### src/rtl/histo_pkg.sv
// rtl/histo_pkg.sv - shared constants and sequencer state encoding for the histogram readout path
// Purpose: constants shared by the readout sequencer, its stream register and the framer debug decode.
// Contents: NUM_BINS, BIN_W, COUNT_W, STREAM_W, FRAME_W, READ_LAT, HDR_TAG, seq_state_e.
package histo_pkg;

    localparam int NUM_BINS = 1024;
    localparam int BIN_W    = 10;
    localparam int COUNT_W  = 24;
    localparam int STREAM_W = 32;
    localparam int FRAME_W  = 12;
    localparam int READ_LAT = 3;
    localparam logic [7:0] HDR_TAG = 8'hA5;

    typedef enum logic [2:0] {
        ST_IDLE   = 3'd0,
        ST_HDR    = 3'd1,
        ST_SETBIN = 3'd2,
        ST_WAIT   = 3'd3,
        ST_SEND   = 3'd4,
        ST_TRL    = 3'd5
    } seq_state_e;

endpackage

### src/rtl/histo_stream_reg.sv
// rtl/histo_stream_reg.sv - single-entry valid/ready output register for the readout stream
// Purpose: holds one outgoing word stable until the downstream accepts it.
// Ports: clk, rst (async active-high); load_i/load_data_i/load_last_i from the sequencer;
//        m_ready_i from downstream; m_valid_o/m_data_o/m_last_o to downstream;
//        accept_o pulses on the cycle a word transfers.
module histo_stream_reg
    import histo_pkg::*;
(
    input  logic                clk,
    input  logic                rst,
    input  logic                load_i,
    input  logic [STREAM_W-1:0] load_data_i,
    input  logic                load_last_i,
    input  logic                m_ready_i,
    output logic                m_valid_o,
    output logic [STREAM_W-1:0] m_data_o,
    output logic                m_last_o,
    output logic                accept_o
);

    logic                m_valid_q, m_valid_d;
    logic [STREAM_W-1:0] m_data_q,  m_data_d;
    logic                m_last_q,  m_last_d;

    assign accept_o = m_valid_q & m_ready_i;

    // A load may coincide with the accept of the previous word; the new word wins.
    // Data is left untouched after acceptance so the bus never glitches.
    always_comb begin
        m_valid_d = m_valid_q;
        m_data_d  = m_data_q;
        m_last_d  = m_last_q;
        if (load_i) begin
            m_valid_d = 1'b1;
            m_data_d  = load_data_i;
            m_last_d  = load_last_i;
        end else if (accept_o) begin
            m_valid_d = 1'b0;
        end
    end

    always_ff @(posedge clk or posedge rst) begin
        if (rst) begin
            m_valid_q <= 1'b0;
            m_data_q  <= '0;
            m_last_q  <= 1'b0;
        end else begin
            m_valid_q <= m_valid_d;
            m_data_q  <= m_data_d;
            m_last_q  <= m_last_d;
        end
    end

    assign m_valid_o = m_valid_q;
    assign m_data_o  = m_data_q;
    assign m_last_o  = m_last_q;

endmodule

### src/rtl/histo_readout_seq.sv
// rtl/histo_readout_seq.sv - frame-end histogram sweep and header/count/checksum stream sequencer
// Purpose: at each frame end, switch the histogram to read mode, sweep every bin and stream
//          header, NUM_BINS count words and a checksum trailer, then return to accumulate mode.
// Ports: clk, rst (async active-high), enable, frame_valid, frame_number[11:0] (sensor side);
//        histo_rw, histo_bin[9:0], histo_data[23:0] (histogram side);
//        m_valid, m_ready, m_data[31:0], m_last (stream side); busy, overrun (status).
module histo_readout_seq
    import histo_pkg::*;
#(
    parameter int         NUM_BINS_P = NUM_BINS,
    parameter int         READ_LAT_P = READ_LAT,
    parameter logic [7:0] HDR_TAG_P  = HDR_TAG
) (
    input  logic                clk,
    input  logic                rst,
    input  logic                enable,
    input  logic                frame_valid,
    input  logic [FRAME_W-1:0]  frame_number,
    output logic                histo_rw,
    output logic [BIN_W-1:0]    histo_bin,
    input  logic [COUNT_W-1:0]  histo_data,
    output logic                m_valid,
    input  logic                m_ready,
    output logic [STREAM_W-1:0] m_data,
    output logic                m_last,
    output logic                busy,
    output logic                overrun
);

    localparam int WAIT_W = (READ_LAT_P < 2) ? 1 : $clog2(READ_LAT_P);
    localparam logic [BIN_W-1:0]  LAST_BIN = BIN_W'(NUM_BINS_P - 1);
    localparam logic [WAIT_W-1:0] WAIT_END = WAIT_W'(READ_LAT_P - 1);

    seq_state_e          state_q, state_d;
    logic                fv_q;
    logic                rw_q, rw_d;
    logic [BIN_W-1:0]    bin_q, bin_d;
    logic [WAIT_W-1:0]   wait_q, wait_d;
    logic [STREAM_W-1:0] checksum_q, checksum_d;
    logic                overrun_q, overrun_d;

    logic                load;
    logic [STREAM_W-1:0] load_data;
    logic                load_last;
    logic                accept;
    logic                frame_end;

    assign frame_end = fv_q & ~frame_valid;

    always_comb begin
        state_d    = state_q;
        rw_d       = rw_q;
        bin_d      = bin_q;
        wait_d     = wait_q;
        checksum_d = checksum_q;
        load       = 1'b0;
        load_data  = '0;
        load_last  = 1'b0;
        // Any new frame starting while the histogram is still in read mode loses counts.
        overrun_d  = overrun_q | (frame_valid & ~fv_q & ~rw_q);

        unique case (state_q)
            ST_IDLE: begin
                rw_d  = 1'b1;
                bin_d = LAST_BIN;
                if (frame_end && enable) begin
                    checksum_d = '0;
                    rw_d       = 1'b0;
                    load       = 1'b1;
                    load_data  = {HDR_TAG_P, 12'h000, frame_number};
                    state_d    = ST_HDR;
                end
            end
            ST_HDR: begin
                if (accept) begin
                    // Bin was parked at the last index, so moving to 0 is a real change.
                    bin_d   = '0;
                    state_d = ST_SETBIN;
                end
            end
            ST_SETBIN: begin
                wait_d  = '0;
                state_d = ST_WAIT;
            end
            ST_WAIT: begin
                if (wait_q == WAIT_END) begin
                    load      = 1'b1;
                    load_data = {{(STREAM_W-COUNT_W){1'b0}}, histo_data};
                    state_d   = ST_SEND;
                end else begin
                    wait_d = wait_q + 1'b1;
                end
            end
            ST_SEND: begin
                if (accept) begin
                    // The stream register still holds the captured count.
                    checksum_d = checksum_q + m_data;
                    if (bin_q == LAST_BIN) begin
                        load      = 1'b1;
                        load_data = checksum_d;
                        load_last = 1'b1;
                        state_d   = ST_TRL;
                    end else begin
                        bin_d   = bin_q + 1'b1;
                        state_d = ST_SETBIN;
                    end
                end
            end
            ST_TRL: begin
                if (accept) begin
                    rw_d    = 1'b1;
                    state_d = ST_IDLE;
                end
            end
            default: begin
                rw_d    = 1'b1;
                bin_d   = LAST_BIN;
                state_d = ST_IDLE;
            end
        endcase
    end

    always_ff @(posedge clk or posedge rst) begin
        if (rst) begin
            state_q    <= ST_IDLE;
            fv_q       <= 1'b0;
            rw_q       <= 1'b1;
            bin_q      <= LAST_BIN;
            wait_q     <= '0;
            checksum_q <= '0;
            overrun_q  <= 1'b0;
        end else begin
            state_q    <= state_d;
            fv_q       <= frame_valid;
            rw_q       <= rw_d;
            bin_q      <= bin_d;
            wait_q     <= wait_d;
            checksum_q <= checksum_d;
            overrun_q  <= overrun_d;
        end
    end

    histo_stream_reg u_stream_reg (
        .clk         (clk),
        .rst         (rst),
        .load_i      (load),
        .load_data_i (load_data),
        .load_last_i (load_last),
        .m_ready_i   (m_ready),
        .m_valid_o   (m_valid),
        .m_data_o    (m_data),
        .m_last_o    (m_last),
        .accept_o    (accept)
    );

    assign histo_rw  = rw_q;
    assign histo_bin = bin_q;
    assign busy      = (state_q != ST_IDLE);
    assign overrun   = overrun_q;

endmodule

### config.mk
export PLATFORM = sky130hd
export DESIGN_NAME = histo_readout_seq
export DESIGN_NICKNAME = d
export VERILOG_FILES = /design/src/rtl/histo_pkg.sv /design/src/rtl/histo_stream_reg.sv /design/src/rtl/histo_readout_seq.sv
export SDC_FILE = /design/constraint.sdc
export NUM_CORES = 1
export LEC_CHECK = 0
export CAP_MARGIN = 25
export CORE_MARGIN = 10
export CORE_UTILIZATION = 50
export DETAILED_ROUTE_END_ITERATION = 10
export GPL_ROUTABILITY_DRIVEN = 0
export PLACE_DENSITY = 0.78
export REMOVE_ABC_BUFFERS = 1
export SETUP_SLACK_MARGIN = 0.3
export SYNTH_ARGS = -nofsm -noshare
export SYNTH_HDL_FRONTEND = slang
export SYNTH_SLANG_ARGS = --single-unit
### constraint.sdc
create_clock -name clk -period 6.71 [get_ports clk]
set_input_delay 1.0065 -clock clk [delete_from_list [all_inputs] [get_ports clk]]
set_output_delay 1.0065 -clock clk [all_outputs]
set_load 0.02 [all_outputs]
# After elaboration in Yosys (flattened, before gate mapping)
# Index checks and enable logic that the tools add are counted.
# Widths: inputs -> output; s select.
# word_totals
register_bits	84
latchBits	0
mem_bits_rw	0
mem_bits_ro	0
in_bits	41
output_inout_bits	47
word_cells	82
mem_count	0
# classes
add_sub_neg	3
n_mul	0
n_div	0
order_cmp	0
eq_ne	14
shifts	0
muxes	32
n_bitwise	10
n_reduce_logical	13
# ops
operator	n
$mux 32	5
$pmux 32 s3	1
$pmux 32 s2	1
$add 32x32->32	1
$mux 10	3
$pmux 10 s3	1
$mux 24	1
$mux 3	6
$pmux 3 s6	1
$ne 2x2->1 const B	7
$add 10x1->10 const B	1
$eq 10x10->1 const B	1
$mux 1	9
$eq 3x2->1 const B	2
$eq 3x3->1 const B	2
$pmux 1 s3	2
$reduce_bool 2->1	3
$not 1->1	5
$reduce_and 5->1	1
$and 1x1->1	4
$pmux 2 s2	1
$reduce_and 2->1	2
$reduce_and 4->1	1
$reduce_or 4->1	1
other kinds (10)	10

# Longest topological paths before layout
# Gate-level depths: netlist (run 1).
# depth
depth_word	6
mapped_depth	11
depth_no_buf	11

# Hierarchy
# A second synthesis (run 1) with hierarchy kept.
# unflattened
hier_cells	599
area_unflattened_um2	5617.9
# by_module_without_submodules
module	instances	cells_per_inst	area_each_um2	seq_area_each_um2
histo_readout_seq	1	524	4194.0	1265.0
histo_stream_reg	1	75	1423.9	850.8

# Worst setup path after synthesis (run 1)
# OpenSTA, ideal clock, no wires.
# synth_path
path_kind	flip-flop to flip-flop
from	register u_stream_reg.m_data_q[0] (netlist: u_stream_reg.m_data_o[0])
to	register checksum_q[30]
setup_ns	0.121
arrival_ns	2.797
required_ns	6.589
setup_slack_ns	3.792
stages_incl_launch_ff	12
path_buffers	0
synth_period_minus_slack_ns	2.918
cell_sequence	dfrtp_1 -> ha_1 -> fa_1 -> a211oi_2 -> o21ai_1 -> a31oi_1 -> o2bb2ai_2 -> o311a_4 -> o31ai_4 -> a31o_1 -> xor2_1 -> a22o_1
# synth_via
elab_chain_cells	3
# synth_rtl
item	line_no	text
start: declaration	histo_stream_reg.sv:22	logic [STREAM_W-1:0] m_data_q, m_data_d;
start signal: assignment	histo_stream_reg.sv:49	m_data_q <= m_data_d;
$add 32x32->32	histo_readout_seq.sv:97	checksum_d = checksum_q + m_data;
$mux 32	histo_readout_seq.sv:95	if (accept) begin
$pmux 32 s2	histo_readout_seq.sv:62	unique case (state_q)
end signal: assignment	histo_readout_seq.sv:138	checksum_q <= checksum_d;
end: declaration	histo_readout_seq.sv:39	logic [STREAM_W-1:0] checksum_q, checksum_d;
# Every way passes these cells. The select of a mux whose other input is x is not followed.
# A chain may end at the register's enable or synchronous reset.

# Worst setup path after layout (run 1)
# layout_path
from	register u_stream_reg.m_data_q[0] (netlist: u_stream_reg.m_data_o[0])
to	register checksum_q[18]
# The elaborated chain is that of the path after synthesis.

==> impl_metrics.sql, run 1 <==
INSERT INTO impl_metrics (metric_group, metric, value, unit) VALUES
('logic_synthesis', 'synth_mux_area_frac', '0.00195', ''),
('floorplanning', 'design.core.area', '9860', 'sq um'),
('floorplanning', 'boundaryPins', '88', ''),
('logic_synthesis', 'yosys.cell_count.top_type', 'sky130_fd_sc_hd__nand2_1', ''),
('cts', 'cts_inserted_buffers', '9', ''),
('floorplanning', 'die_w', '121', 'microns'),
('critical_path', 'timing_worst_setup_path_type', 'flip-flop to flip-flop', ''),
('finish', 'diodes', '0', ''),
('place', 'dpl.cell_count', '762', ''),
('global_route', 'first_global_vias', '4645', ''),
('hold_path', 'holdCritPathClass', 'flip-flop to flip-flop', ''),
('sta', 'timing.final.crit_share', '0.469', ''),
('logic_synthesis', 'synth_warnings', '0', ''),
('finish', 'layout_cell_share_with_drive_strength_beyond_1', '0.0729', ''),
('place', 'detailedPlacementHpwl', '9.77', 'mm'),
('floorplanning', 'initial_utilization', '0.520', ''),
('floorplanning', 'fp.dieH', '121', 'microns'),
('outcome', 'outcome', 'complete, no violations', ''),
('drt', 'detail-route-antenna-nets', '0', ''),
('critical_path', 'critPathMostFrequentCell', 'sky130_fd_sc_hd__o21ai_1', ''),
('drt', 'drt_pre_antenna_iters', '6', ''),
('cts', 'cts_hold_buf', '0', ''),
('logic_synthesis', 'synth_xor_xnor_area_share', '0.0512', ''),
('logic_synthesis', 'ys_ff_latch', '84', ''),
('cts', 'ctsRootBufferMaster', 'sky130_fd_sc_hd__clkbuf_8', ''),
('cts', 'tritoncts', 'yes', ''),
('cts', 'ctsHtreeMaxLevel', '3', ''),
('critical_path', 'worst_path_dominant_cell_family', 'compound AO/OA/AOI/OAI gates', ''),
('sta', 'timing.setup.tns', '0', 'ns'),
('drt', 'routedWlPerCell', '17.4', 'microns'),
('sta', 'final_max_slew_viol_count', '0', ''),
('drt', 'routed_via_density', '5.92', ''),
('sta', 'setup_viol_count_final', '0', ''),
('floorplanning', 'die_area', '14700', 'sq um'),
('finish', 'final_cells', '778', ''),
('logic_synthesis', 'ys.flop_type', 'sky130_fd_sc_hd__dfrtp_1', ''),
('place', 'dpl_worst_slack', '3.36', 'ns'),
('logic_synthesis', 'synth_simple_gate_area_share', '0.142', ''),
('cts', 'cts.reportedPaths.clkPinSlew', '0.10', 'ns'),
('finish', 'n_fill_cell', '837', ''),
('global_route', 'gr-total-overflow', '0', ''),
('cts', 'cts_post_setup_buffers_inserted', '0', ''),
('finish', 'sequential_standard_cell_area', '2120', 'sq um'),
('drt', 'detailroute.via_count', '4603', ''),
('sta', 'timing_hold_violations_final', '0', ''),
('global_route', 'gr-usage-all-layers', '0.185', ''),
('critical_path', 'worst-path-buf-inv', '0', ''),
('drt', 'drc', '0', ''),
('pwr', 'leakagePower', '2.89', 'nW'),
('critical_path', 'path_cells', 'ha_1 > fa_1 > a211oi_2 > o21ai_1 > a31oi_1 > o2bb2ai_2 > o21ai_1 > a221o_1 > a21oi_1 > xnor2_1 > a22o_1', ''),
('logic_synthesis', 'yosys-top-cells-area', 'sky130_fd_sc_hd__dfrtp_1 (36%), sky130_fd_sc_hd__ha_1 (8.0%), sky130_fd_sc_hd__nand2_1 (6.4%), sky130_fd_sc_hd__dfstp_2 (5.6%), sky130_fd_sc_hd__a21oi_1 (5.3%)', ''),
('pwr', 'power.density_cell_area', '362', 'nW/um^2'),
('logic_synthesis', 'largest_family_of_logic_cells_by_synthesized_area', 'compound AO/OA/AOI/OAI gates', ''),
('cts', 'clk_latency_worst_skew_pair', '0.36', 'ns'),
('critical_path', 'worstPathMaxFanout', '4', ''),
('pwr', 'post_layout_total_power', '2.30', 'mW'),
('pwr', 'vdd_ir_drop_max', '0.208', 'mV'),
('floorplanning', 'row_count', '36', ''),
('logic_synthesis', 'post_synth_inst_count', '561', ''),
('global_route', 'pin_count_of_the_biggest_net_entering_global_routing', '57', ''),
('critical_path', 'timing.critical_path.slowest_cell_delay', '0.44', 'ns'),
('critical_path', 'slowest_stage', 'sky130_fd_sc_hd__fa_1', ''),
('finish', 'multi_input_area', '2880', 'sq um'),
('drt', 'drt_iter0_markers', '416', ''),
('logic_synthesis', 'yosysTopAreaCell', 'sky130_fd_sc_hd__dfrtp_1', ''),
('sta', 'timing_worst_slew_pin_value', '0.817', 'ns'),
('sta', 'grt_setup_unrepaired', 'no', ''),
('place', 'placement.io_buffers', '87', ''),
('global_route', 'antenna_found_initial', '0', ''),
('logic_synthesis', 'synth_compound_gate_area_share', '0.278', ''),
('logic_synthesis', 'synth_area_in_adders', '0.0844', '');
[worst reg2reg max path, stage by stage, from the launching register on]
cell,delay (ns)
sky130_fd_sc_hd__dfrtp_1,0.41
sky130_fd_sc_hd__ha_1,0.25
sky130_fd_sc_hd__fa_1,0.44
sky130_fd_sc_hd__a211oi_2,0.27
sky130_fd_sc_hd__o21ai_1,0.11
sky130_fd_sc_hd__a31oi_1,0.33
sky130_fd_sc_hd__o2bb2ai_2,0.22
sky130_fd_sc_hd__o21ai_1,0.16
sky130_fd_sc_hd__a221o_1,0.35
sky130_fd_sc_hd__a21oi_1,0.21
sky130_fd_sc_hd__xnor2_1,0.12
sky130_fd_sc_hd__a22o_1,0.19
[cell usage in the layout, fill, tap and decap left out, types with 9 or more instances in the layout]
| master | count |
|---|---|
| sky130_fd_sc_hd__xnor2_1 | 20 |
| sky130_fd_sc_hd__clkdlybuf4s50_1 | 87 |
| sky130_fd_sc_hd__inv_1 | 13 |
| sky130_fd_sc_hd__clkbuf_8 | 9 |
| sky130_fd_sc_hd__nand2_1 | 88 |
| sky130_fd_sc_hd__dfstp_2 | 11 |
| sky130_fd_sc_hd__a21o_1 | 14 |
| sky130_fd_sc_hd__a21oi_1 | 54 |
| sky130_fd_sc_hd__dfrtp_1 | 73 |
| sky130_fd_sc_hd__a22o_1 | 28 |
| sky130_fd_sc_hd__xor2_1 | 10 |
| sky130_fd_sc_hd__ha_1 | 33 |
| sky130_fd_sc_hd__nand3_1 | 11 |
| sky130_fd_sc_hd__a222oi_1 | 10 |
| sky130_fd_sc_hd__o21ai_0 | 34 |
| sky130_fd_sc_hd__nor2_1 | 36 |
[power by group]
part	switching (mW)	internal, mW	leakage (nW)
clock network	0.188	0.171	0.0893
registers	0.156	0.661	1.08
logic	0.630	0.490	1.72
[through the flow]
| step | instance area [sq um] | utilization |
|---|---|---|
| detailed placement | 6160 | 0.625 |
| global route | 6350 | 0.644 |
| finish | 6350 | 0.644 |
| floorplan | 5030 | - |
| global placement | 6140 | 0.622 |
| CTS | 6350 | 0.644 |
[path summary, 6_finish.rpt]
kind	start	endpoint	depth (start not counted)	slack, ns
worst min-delay path	overrun$_DFF_PP0_	overrun$_DFF_PP0_	1	0.48
max in group asynchronous	rst	histo_bin[9]$_DFFE_PP1P_	4	5.04
worst min register to register	overrun$_DFF_PP0_	overrun$_DFF_PP0_	1	0.48
worst max-delay path	u_stream_reg.m_data_o[0]$_DFFE_PP0P_	checksum_q[18]$_DFFE_PP0P_	11	3.56
worst max register to register	u_stream_reg.m_data_o[0]$_DFFE_PP0P_	checksum_q[18]$_DFFE_PP0P_	11	3.56
min in group asynchronous	rst	wait_q[1]$_DFFE_PP0P_	3	1.03
[final cells by class]
cell class / instances / share of cell area
Clock inverter: 5 / 0.00867
Clock buffer: 11 / 0.0207
Inverter: 14 / 0.00847
Sequential cell: 84 / 0.333
Timing Repair Buffer: 95 / 0.150
Multi-Input combinational cell: 436 / 0.453
Tap cell: 133 / 0.0262
[registers in the layout (all words and copies together) (netlist names), 2 cells and up]
name,count
checksum_q,32
u_stream_reg.m_data_o,32
histo_bin,10
state_q,3
wait_q,2
[layer usage]
metal / share of wire / track usage / vias up
li1: - / - / 2223
met3: 0.070 / 0.0447 / 18
met5: 0 / 0 / -
met2: 0.46 / 0.291 / 148
met4: 0.014 / 0.0589 / 0
met1: 0.45 / 0.243 / 2214
[cell families (layout without fill, tap and decap cells)]
kind of cell	after synthesis	after routing
mux	1	1
simple gates	168	168
buf+inv	41	125
xor+xnor	30	30
compound gates	203	203
fa+ha+maj	34	34
flops	84	84
Power figures use the tool's default switching activity.
==> inputs of run 2 (changes only) <==
==> constraint.sdc (replaced) <==
create_clock -name clk -period 3.1 [get_ports clk]
set_input_delay 0.465 -clock clk [delete_from_list [all_inputs] [get_ports clk]]
set_output_delay 0.465 -clock clk [all_outputs]
set_load 0.02 [all_outputs]
==> impl_metrics.sql, run 2 (synthesis results as in run 1) <==
INSERT INTO impl_metrics (metric_group, metric, value, unit) VALUES
('finish', 'post-route-util', '0.669', ''),
('critical_path', 'worst_path_dominant_cell_family', 'compound AO/OA/AOI/OAI gates', ''),
('floorplanning', 'die_w', '121', 'microns'),
('pwr', 'power.density_cell_area', '791', 'nW/um^2'),
('floorplanning', 'initial_utilization', '0.520', ''),
('global_route', 'global_route_wire_length_before_repair', '23.3', 'mm'),
('finish', 'final_common_cell', 'sky130_fd_sc_hd__nand2_1', ''),
('global_route', 'use_met2', '0.306', ''),
('drt', 'drt_pre_antenna_iters', '6', ''),
('cts', 'clk_latency_worst_skew_pair', '0.37', 'ns'),
('finish', 'final_cell_area', '6600', 'sq um'),
('pwr', 'post_layout_total_power', '5.22', 'mW'),
('sta', 'timing_hold_violations_final', '0', ''),
('floorplanning', 'die_area', '14700', 'sq um'),
('sta', 'timing_worst_slew_pin_value', '0.877', 'ns'),
('critical_path', 'worstPathMaxFanout', '4', ''),
('cts', 'tritoncts', 'yes', ''),
('sta', 'final_max_slew_viol_count', '0', ''),
('pwr', 'leakagePower', '2.97', 'nW'),
('finish', 'layout_cell_share_with_drive_strength_beyond_1', '0.125', ''),
('global_route', 'gr-usage-all-layers', '0.192', ''),
('cts', 'cts.reportedPaths.clkPinSlew', '0.08', 'ns'),
('place', 'place_area', '6160', 'sq um'),
('place', 'dpl.cell_count', '763', ''),
('critical_path', 'timing_worst_setup_path_type', 'flip-flop to flip-flop', ''),
('finish', 'layout.nets', '726', ''),
('floorplanning', 'row_count', '36', ''),
('floorplanning', 'fp.dieH', '121', 'microns'),
('cts', 'ctsHtreeMaxLevel', '3', ''),
('outcome', 'outcome', 'complete, no violations', ''),
('drt', 'drc', '0', ''),
('cts', 'cts_inserted_buffers', '9', ''),
('drt', 'detail_route.wirelength', '14.5', 'mm'),
('finish', 'areaGrowthSynthToFinish', '28.7', '%'),
('drt', 'routed_via_density', '6.06', ''),
('cts', 'clock_sinks', '84', ''),
('critical_path', 'path_cells', 'ha_4 > fa_2 > a211oi_2 > o21ai_1 > a31oi_2 > o2bb2ai_4 > o311a_4 > o31ai_4 > a31o_1 > xor2_2 > a22o_1', ''),
('global_route', 'gr-usage-met1', '0.245', ''),
('sta', 'timing.clock.skew', '0.0107', 'ns'),
('critical_path', 'critPathCaptureType', 'flip-flop', ''),
('critical_path', 'worst-endpoint-arrival', '3.10', 'ns'),
('drt', 'detailroute.via_count', '4783', ''),
('global_route', 'first_global_vias', '4703', ''),
('global_route', 'pin_count_of_the_biggest_net_entering_global_routing', '48', ''),
('finish', 'final_cells', '789', ''),
('drt', 'routedWlPerCell', '18.4', 'microns'),
('place', 'detailedPlacementHpwl', '10.1', 'mm'),
('finish', 'final_cell_mix', 'sky130_fd_sc_hd__nand2_1 (88), sky130_fd_sc_hd__clkdlybuf4s50_1 (87), sky130_fd_sc_hd__dfrtp_1 (72), sky130_fd_sc_hd__a21oi_1 (49), sky130_fd_sc_hd__nor2_1 (33)', ''),
('critical_path', 'worstSetupStartpointType', 'flip-flop', ''),
('global_route', 'gr-total-overflow', '0', ''),
('critical_path', 'worst-path-buf-inv', '0', ''),
('place', 'placement.io_buffers', '87', ''),
('floorplanning', 'boundaryPins', '88', ''),
('critical_path', 'timing.critical_path.slowest_cell_delay', '0.43', 'ns'),
('global_route', 'antenna_found_initial', '0', ''),
('cts', 'cts_hold_buf', '0', ''),
('sta', 'fmax', '351', 'MHz'),
('finish', 'diodes', '0', ''),
('hold_path', 'holdCritPathClass', 'flip-flop to flip-flop', ''),
('sta', 'worst_slew_margin_rel', '0.412', ''),
('sta', 'timing.setup.tns', '0', 'ns'),
('cts', 'ctsRootBufferMaster', 'sky130_fd_sc_hd__clkbuf_8', ''),
('cts', 'clockBufferDepth', '2', ''),
('drt', 'drt_iter0_markers', '415', ''),
('drt', 'detail-route-antenna-nets', '0', ''),
('sta', 'grt_setup_unrepaired', 'yes', ''),
('critical_path', 'worstPathRequired', '3.35', 'ns'),
('pwr', 'vdd_ir_drop_max', '0.461', 'mV'),
('critical_path', 'reg2reg_slack', '0.25', 'ns'),
('sta', 'finalCriticalPeriod', '2.85', 'ns'),
('global_route', 'grt.met3_usage', '0.0568', ''),
('job', 'maxCapViolations', '0', ''),
('floorplanning', 'design.core.area', '9860', 'sq um'),
('global_route', 'grt-busiest-layer', 'met2', ''),
('critical_path', 'slowest_stage', 'sky130_fd_sc_hd__dfrtp_1', ''),
('sta', 'setup_viol_count_final', '0', ''),
('sta', 'timing.final.crit_share', '0.918', '');
run 2: cell type report:
type	count	area, sq um
clock buffer	12	145
clock inverter	4	72.6
fill	784	3260
inverter	14	53.8
multi-input combinational	436	3020
sequential	84	2120
tap	133	166
timing repair buffer	106	1030
run 2: final timing paths:
| check | cells past startpoint | end | startpoint |
|---|---|---|---|
| max in group asynchronous | 3 | histo_bin[7]$_DFFE_PP1P_ | rst |
| hold reg to reg | 1 | overrun$_DFF_PP0_ | overrun$_DFF_PP0_ |
| setup reg to reg | 11 | u_stream_reg.m_data_o[30]$_DFFE_PP0P_ | checksum_q[0]$_DFFE_PP0P_ |
| hold / removal | 1 | overrun$_DFF_PP0_ | overrun$_DFF_PP0_ |
| min in group asynchronous | 2 | u_stream_reg.m_valid_o$_DFFE_PP0P_ | rst |
| setup / recovery | 11 | u_stream_reg.m_data_o[30]$_DFFE_PP0P_ | checksum_q[0]$_DFFE_PP0P_ |
run 2: per-stage QoR:
step / setup WS, ns / hold slack, ns
2_1_floorplan: -0.586 / 0.450
3_3_place_gp: 0.136 / 0.453
3_5_place_dp: 0.0856 / 0.459
4_1_cts: 0.294 / 0.486
5_1_grt: 0.147 / 0.510
6_report: 0.254 / 0.483
run 2: repair_timing:
item	4_1_cts	5_1_grt
endpoints found under the setup margin	14	25
setup buffers	3	7
pin swaps	4	17
resized for setup	6	25
hold endpoints to repair	0	0
run 2: worst register-to-register path: stages, from the launching register on:
cell	delay [ns]
sky130_fd_sc_hd__dfrtp_1	0.43
sky130_fd_sc_hd__ha_4	0.19
sky130_fd_sc_hd__fa_2	0.37
sky130_fd_sc_hd__a211oi_2	0.27
sky130_fd_sc_hd__o21ai_1	0.10
sky130_fd_sc_hd__a31oi_2	0.29
sky130_fd_sc_hd__o2bb2ai_4	0.18
sky130_fd_sc_hd__o311a_4	0.25
sky130_fd_sc_hd__o31ai_4	0.07
sky130_fd_sc_hd__a31o_1	0.26
sky130_fd_sc_hd__xor2_2	0.16
sky130_fd_sc_hd__a22o_1	0.18
run 2: metal layers:
| layer | vias up | part of all wire |
|---|---|---|
| met4 | 0 | 0.019 |
| met5 | - | 0 |
| met1 | 2341 | 0.44 |
| li1 | 2231 | - |
| met2 | 183 | 0.47 |
| met3 | 28 | 0.076 |
run 2: where the power goes:
| group | switching, mW | internal (mW) |
|---|---|---|
| sequential | 0.349 | 1.43 |
| combinational | 1.43 | 1.12 |
| clock | 0.415 | 0.476 |
==> inputs of run 3 (changes only) <==
--- a/config.mk
+++ b/config.mk
@@ -8,6 +8,7 @@
 export CAP_MARGIN = 25
 export CORE_MARGIN = 10
 export CORE_UTILIZATION = 50
+export CTS_BUF_LIST = sky130_fd_sc_hd__clkbuf_8
 export DETAILED_ROUTE_END_ITERATION = 10
 export GPL_ROUTABILITY_DRIVEN = 0
 export PLACE_DENSITY = 0.78
@@ -16,3 +17,4 @@
 export SYNTH_ARGS = -nofsm -noshare
 export SYNTH_HDL_FRONTEND = slang
 export SYNTH_SLANG_ARGS = --single-unit
+export TNS_END_PERCENT = 20
==> impl_metrics.sql, run 3 (synthesis results as in run 1) <==
INSERT INTO impl_metrics (metric_group, metric, value, unit) VALUES
('global_route', 'antenna_found_initial', '0', ''),
('critical_path', 'timing_worst_setup_path_type', 'flip-flop to flip-flop', ''),
('pwr', 'vdd_ir_drop_max', '0.460', 'mV'),
('drt', 'detail_route.wirelength', '14.5', 'mm'),
('pwr', 'post_layout_total_power', '5.17', 'mW'),
('global_route', 'global_route_wire_length_before_repair', '23.3', 'mm'),
('finish', 'areaGrowthSynthToFinish', '27.7', '%'),
('sta', 'fin_worst_hold_slack', '0.483', 'ns'),
('drt', 'detailroute.via_count', '4757', ''),
('critical_path', 'critPathCaptureType', 'flip-flop', ''),
('finish', 'layout_cell_share_with_drive_strength_beyond_1', '0.111', ''),
('floorplanning', 'boundaryPins', '88', ''),
('place', 'placement.io_buffers', '87', ''),
('place', 'detailedPlacementHpwl', '10.1', 'mm'),
('finish', 'diodes', '0', ''),
('job', 'maxCapViolations', '0', ''),
('sta', 'setup_viol_count_final', '0', ''),
('pwr', 'leakagePower', '2.97', 'nW'),
('cts', 'ctsRootBufferMaster', 'sky130_fd_sc_hd__clkbuf_8', ''),
('sta', 'grt_setup_unrepaired', 'yes', ''),
('global_route', 'pin_count_of_the_biggest_net_entering_global_routing', '48', ''),
('critical_path', 'worstPathMaxFanout', '4', ''),
('critical_path', 'worstPathRequired', '3.35', 'ns'),
('sta', 'timing_worst_slew_pin_value', '0.862', 'ns'),
('sta', 'final_max_slew_viol_count', '0', ''),
('cts', 'clockBufferDepth', '2', ''),
('finish', 'final_common_cell', 'sky130_fd_sc_hd__nand2_1', ''),
('floorplanning', 'initial_utilization', '0.520', ''),
('sta', 'timing.clock.skew', '0.0122', 'ns'),
('sta', 'fmax', '352', 'MHz'),
('floorplanning', 'fp.dieH', '121', 'microns'),
('cts', 'clock_sinks', '84', ''),
('critical_path', 'path_cells', 'ha_4 > fa_2 > a211oi_2 > o21ai_1 > a31oi_2 > o2bb2ai_4 > o311a_4 > o31ai_4 > a31o_1 > xor2_2 > a22o_1', ''),
('critical_path', 'crit_startpoint', 'checksum_q[0]$_DFFE_PP0P_', ''),
('finish', 'final_cell_mix', 'sky130_fd_sc_hd__nand2_1 (88), sky130_fd_sc_hd__clkdlybuf4s50_1 (87), sky130_fd_sc_hd__dfrtp_1 (72), sky130_fd_sc_hd__a21oi_1 (50), sky130_fd_sc_hd__nor2_1 (35)', ''),
('drt', 'routedWlPerCell', '18.4', 'microns'),
('floorplanning', 'design.core.area', '9860', 'sq um'),
('global_route', 'gr-usage-all-layers', '0.192', ''),
('global_route', 'gr-total-overflow', '0', ''),
('drt', 'drt_iter0_markers', '419', ''),
('drt', 'drc', '0', ''),
('drt', 'routed_via_density', '6.04', ''),
('critical_path', 'worst-endpoint-arrival', '3.09', 'ns'),
('pwr', 'power.density_cell_area', '789', 'nW/um^2'),
('floorplanning', 'row_count', '36', ''),
('floorplanning', 'die_area', '14700', 'sq um'),
('drt', 'detail-route-antenna-nets', '0', ''),
('hold_path', 'holdCritPathClass', 'flip-flop to flip-flop', ''),
('sta', 'timing.final.crit_share', '0.917', ''),
('critical_path', 'r2r-start', 'checksum_q[0]$_DFFE_PP0P_', ''),
('critical_path', 'slowest_stage', 'sky130_fd_sc_hd__dfrtp_1', ''),
('sta', 'timing_hold_violations_final', '0', ''),
('critical_path', 'worstSetupStartpointType', 'flip-flop', ''),
('sta', 'worst_slew_margin_rel', '0.422', ''),
('cts', 'clk_latency_worst_skew_pair', '0.37', 'ns'),
('cts', 'cts_hold_buf', '0', ''),
('outcome', 'outcome', 'complete, no violations', ''),
('global_route', 'first_global_vias', '4703', ''),
('cts', 'cts.reportedPaths.clkPinSlew', '0.08', 'ns'),
('floorplanning', 'die_w', '121', 'microns'),
('hold_path', 'hold_start', 'overrun$_DFF_PP0_', ''),
('sta', 'finalCriticalPeriod', '2.84', 'ns'),
('finish', 'n_fill_cell', '786', ''),
('critical_path', 'timing.critical_path.slowest_cell_delay', '0.43', 'ns'),
('cts', 'tritoncts', 'yes', ''),
('drt', 'drt_pre_antenna_iters', '5', ''),
('finish', 'layout.nets', '725', ''),
('cts', 'cts_inserted_buffers', '9', ''),
('cts', 'ctsHtreeMaxLevel', '3', '');
==> run 3: what timing repair did <==
item / in CTS / in global routing
setup buffers: 3 / 6
resized for setup: 5 / 17
setup endpoints to repair: 14 / 25
pin swaps: 4 / 13
hold endpoints to repair: 0 / 0
==> run 3: through the flow <==
stage	setup slack, ns	instances	TNS, ns	area, sq um	utilization
2_1_floorplan	-0.586	534	-26.65	5030	-
3_3_place_gp	0.136	763	0	6160	0.625
3_5_place_dp	0.0856	763	0	6160	0.625
4_1_cts	0.280	782	0	6430	0.652
5_1_grt	0.118	788	0	6550	0.664
6_report	0.258	788	0	6550	0.664
==> run 3: area by class of cell <==
| class | instances | area, sq um | share of cell area |
|---|---|---|---|
| sequential | 84 | 2120 | 0.323 |
| multi-input combinational | 436 | 2980 | 0.455 |
| clock buffer | 10 | 138 | 0.0210 |
| clock inverter | 6 | 80.1 | 0.0122 |
| inverter | 14 | 53.8 | 0.00821 |
| timing repair buffer | 105 | 1020 | 0.155 |
| tap | 133 | 166 | 0.0254 |
==> run 3: where the power goes <==
group          leakage (nW)  switching (mW)  total (mW)  internal (mW)
Combinational          1.77            1.41        2.50           1.10
Clock                 0.115           0.416       0.885          0.469
Sequential             1.08           0.348        1.78           1.43
==> run 3: worst paths after layout <==
kind	slack, ns	end	cells past startpoint
setup / recovery	0.26	u_stream_reg.m_data_o[30]$_DFFE_PP0P_	11
hold / removal	0.48	overrun$_DFF_PP0_	1
setup reg to reg	0.26	u_stream_reg.m_data_o[30]$_DFFE_PP0P_	11
hold reg to reg	0.48	overrun$_DFF_PP0_	1
max in group asynchronous	1.86	histo_bin[7]$_DFFE_PP1P_	3
min in group asynchronous	0.50	u_stream_reg.m_valid_o$_DFFE_PP0P_	2
==> run 3: metal layers <==
layer | routed length (microns) | share of wire | track usage
met2 | 6800 | 0.47 | 0.306
met4 | 180 | 0.012 | 0.0559
met3 | 1210 | 0.083 | 0.0568
met5 | 0 | 0 | 0
met1 | 6320 | 0.44 | 0.245
==> run 3: worst max-delay path: cells and delay by family (launching register included) <==
kind            cells  cell delay, ns
xor+xnor            1            0.16
fa+ha+maj           2            0.55
flops               1            0.43
compound gates      8            1.60
==> RTL edit: new RTL, flow settings as in run 1 <==
Encoding of `seq_state_e`: now one-hot (6 bits for 6 states).
--- a/src/rtl/histo_pkg.sv
+++ b/src/rtl/histo_pkg.sv
@@ -12,11 +12,11 @@
     localparam logic [7:0] HDR_TAG = 8'hA5;
 
-    typedef enum logic [2:0] {
-        ST_IDLE   = 3'd0,
-        ST_HDR    = 3'd1,
-        ST_SETBIN = 3'd2,
-        ST_WAIT   = 3'd3,
-        ST_SEND   = 3'd4,
-        ST_TRL    = 3'd5
+    typedef enum logic [5:0] {
+        ST_IDLE   = 6'b000001,
+        ST_HDR    = 6'b000010,
+        ST_SETBIN = 6'b000100,
+        ST_WAIT   = 6'b001000,
+        ST_SEND   = 6'b010000,
+        ST_TRL    = 6'b100000
     } seq_state_e;
 
Function: same outputs for any inputs over 10 cycles, from zero or initial values and one cycle with rst high; not proved beyond that.
==> RTL edit against run 1 <==
Register-to-register slack got worse by 0.23 ns. Power decreased by 25%. Setup slack got worse by 0.25 ns. Routed wire length increased by 10%. Combinational power decreased by 43%. Via count increased by 6.8%. Sequential cell count increased by 3. Design area increased by 5.9%. Global-route usage increased by 0.25 points. Area after synthesis increased by 7.9%. Critical path depth decreased by 4. Clock skew decreased by 0.0026 ns. Core utilization decreased by 2.4 points. Count of clock-buffer cells in the layout unchanged. Largest cell class unchanged.
==> RTL edit: results (changes against run 1) <==
[metrics] result of the run: finished clean
[metrics] Synth top cells by count: sky130_fd_sc_hd__nand2_1, sky130_fd_sc_hd__dfrtp_1, sky130_fd_sc_hd__o21ai_0
[metrics] placed cell areas: 0.00651 mm2 (+5.6%)
[metrics] met3 track demand over resource: 0.0389 (-0.00580)
[metrics] headroom to the max-slew limit: 0.281 (-0.172)
[metrics] overall power after layout: 1.72 mW (-25%)
[metrics] clk_skew: 0.0147 ns (-0.00259 ns)
[metrics] Final HPWL DP: 10,800 um (+10%)
[metrics] final hold slack: 0.483 ns (+0.000740 ns)
[metrics] R2R depth: 8 (-3)
[metrics] routing usage on met2: 0.311 (+0.0198)
[metrics] wire length of the first global-routing pass: 25,100 um (+11%)
[metrics] Setup Fix Bufs, Post-CTS: 0 (unchanged)
[metrics] met3 wire len: 1010 um (+6.1%)
[metrics] sum of routed wire segments on met1: 6570 um (+7.6%)
[metrics] met2 layer wire length in the routed design: 7060 um (+12%)
[metrics] synthesized instance count: 589 (+5.0%)
[metrics] cell-internal power: 1.08 mW (-19%)
[metrics] routed len/inst: 18.5 um (+6.2%)
[metrics] peak fanout along the critical path: 25 (+21)
[metrics] pre-CTS setup slack: 3.08 ns (-0.286 ns)
[metrics] share of the yosys chip area belonging to registers: 0.396 (-0.0165)
[metrics] critical path arrival: 3.62 ns (+0.21 ns)
[metrics] number of placed instances, taps included: 793 (+4.1%)
[metrics] Yosys cell types: 69 (+25%)
[metrics] count of vias placed by the detailed router: 4,914 (+6.8%)
[metrics] dominant cells by area after synthesis: sky130_fd_sc_hd__dfrtp_1, sky130_fd_sc_hd__ha_1, sky130_fd_sc_hd__dfstp_2
[metrics] met1 track demand over resource: 0.238 (-0.00490)
[metrics] r2r setup slk: 3.33 ns (-0.23 ns)
[metrics] Crit path largest cell delay: 0.94 ns (+0.50 ns)
[metrics] launching point of the worst reg2reg path: state_q[3]
[metrics] leakage dissipation: 3.03 nW (+4.6%)
[metrics] highest ir drop seen on vdd: 0.150 mV (-28%)
[RTL edit: cell count changes after synthesis, moves of 10 or more]
cell	delta
sky130_fd_sc_hd__a21oi_1	-19
sky130_fd_sc_hd__a31oi_1	+10
sky130_fd_sc_hd__buf_2	+13
sky130_fd_sc_hd__clkbuf_1	-16
sky130_fd_sc_hd__nand2_1	-12
sky130_fd_sc_hd__nor2_1	-10
sky130_fd_sc_hd__o31ai_1	+12
[RTL edit: cells by family after synthesis]
kind of cell             Yosys count  synth area share
XOR/XNOR                          31            0.0490
AND/OR/NAND/NOR                  172             0.153
multiplexers                       5           0.00926
adder cells (fa/ha/maj)           34            0.0782
AO/OA/AOI/OAI                    216             0.277
buffers and inverters             44            0.0371
flip-flops                        87             0.396
[RTL edit: final cells by class]
cell class                 count  area (um2)
clock buffer                  11         131
clock inverter                 5        82.6
fill                         936        4120
inverter                      14        53.8
multi-input combinational    458        3140
sequential                    87        2190
tap                          140         175
timing repair buffer          94         947
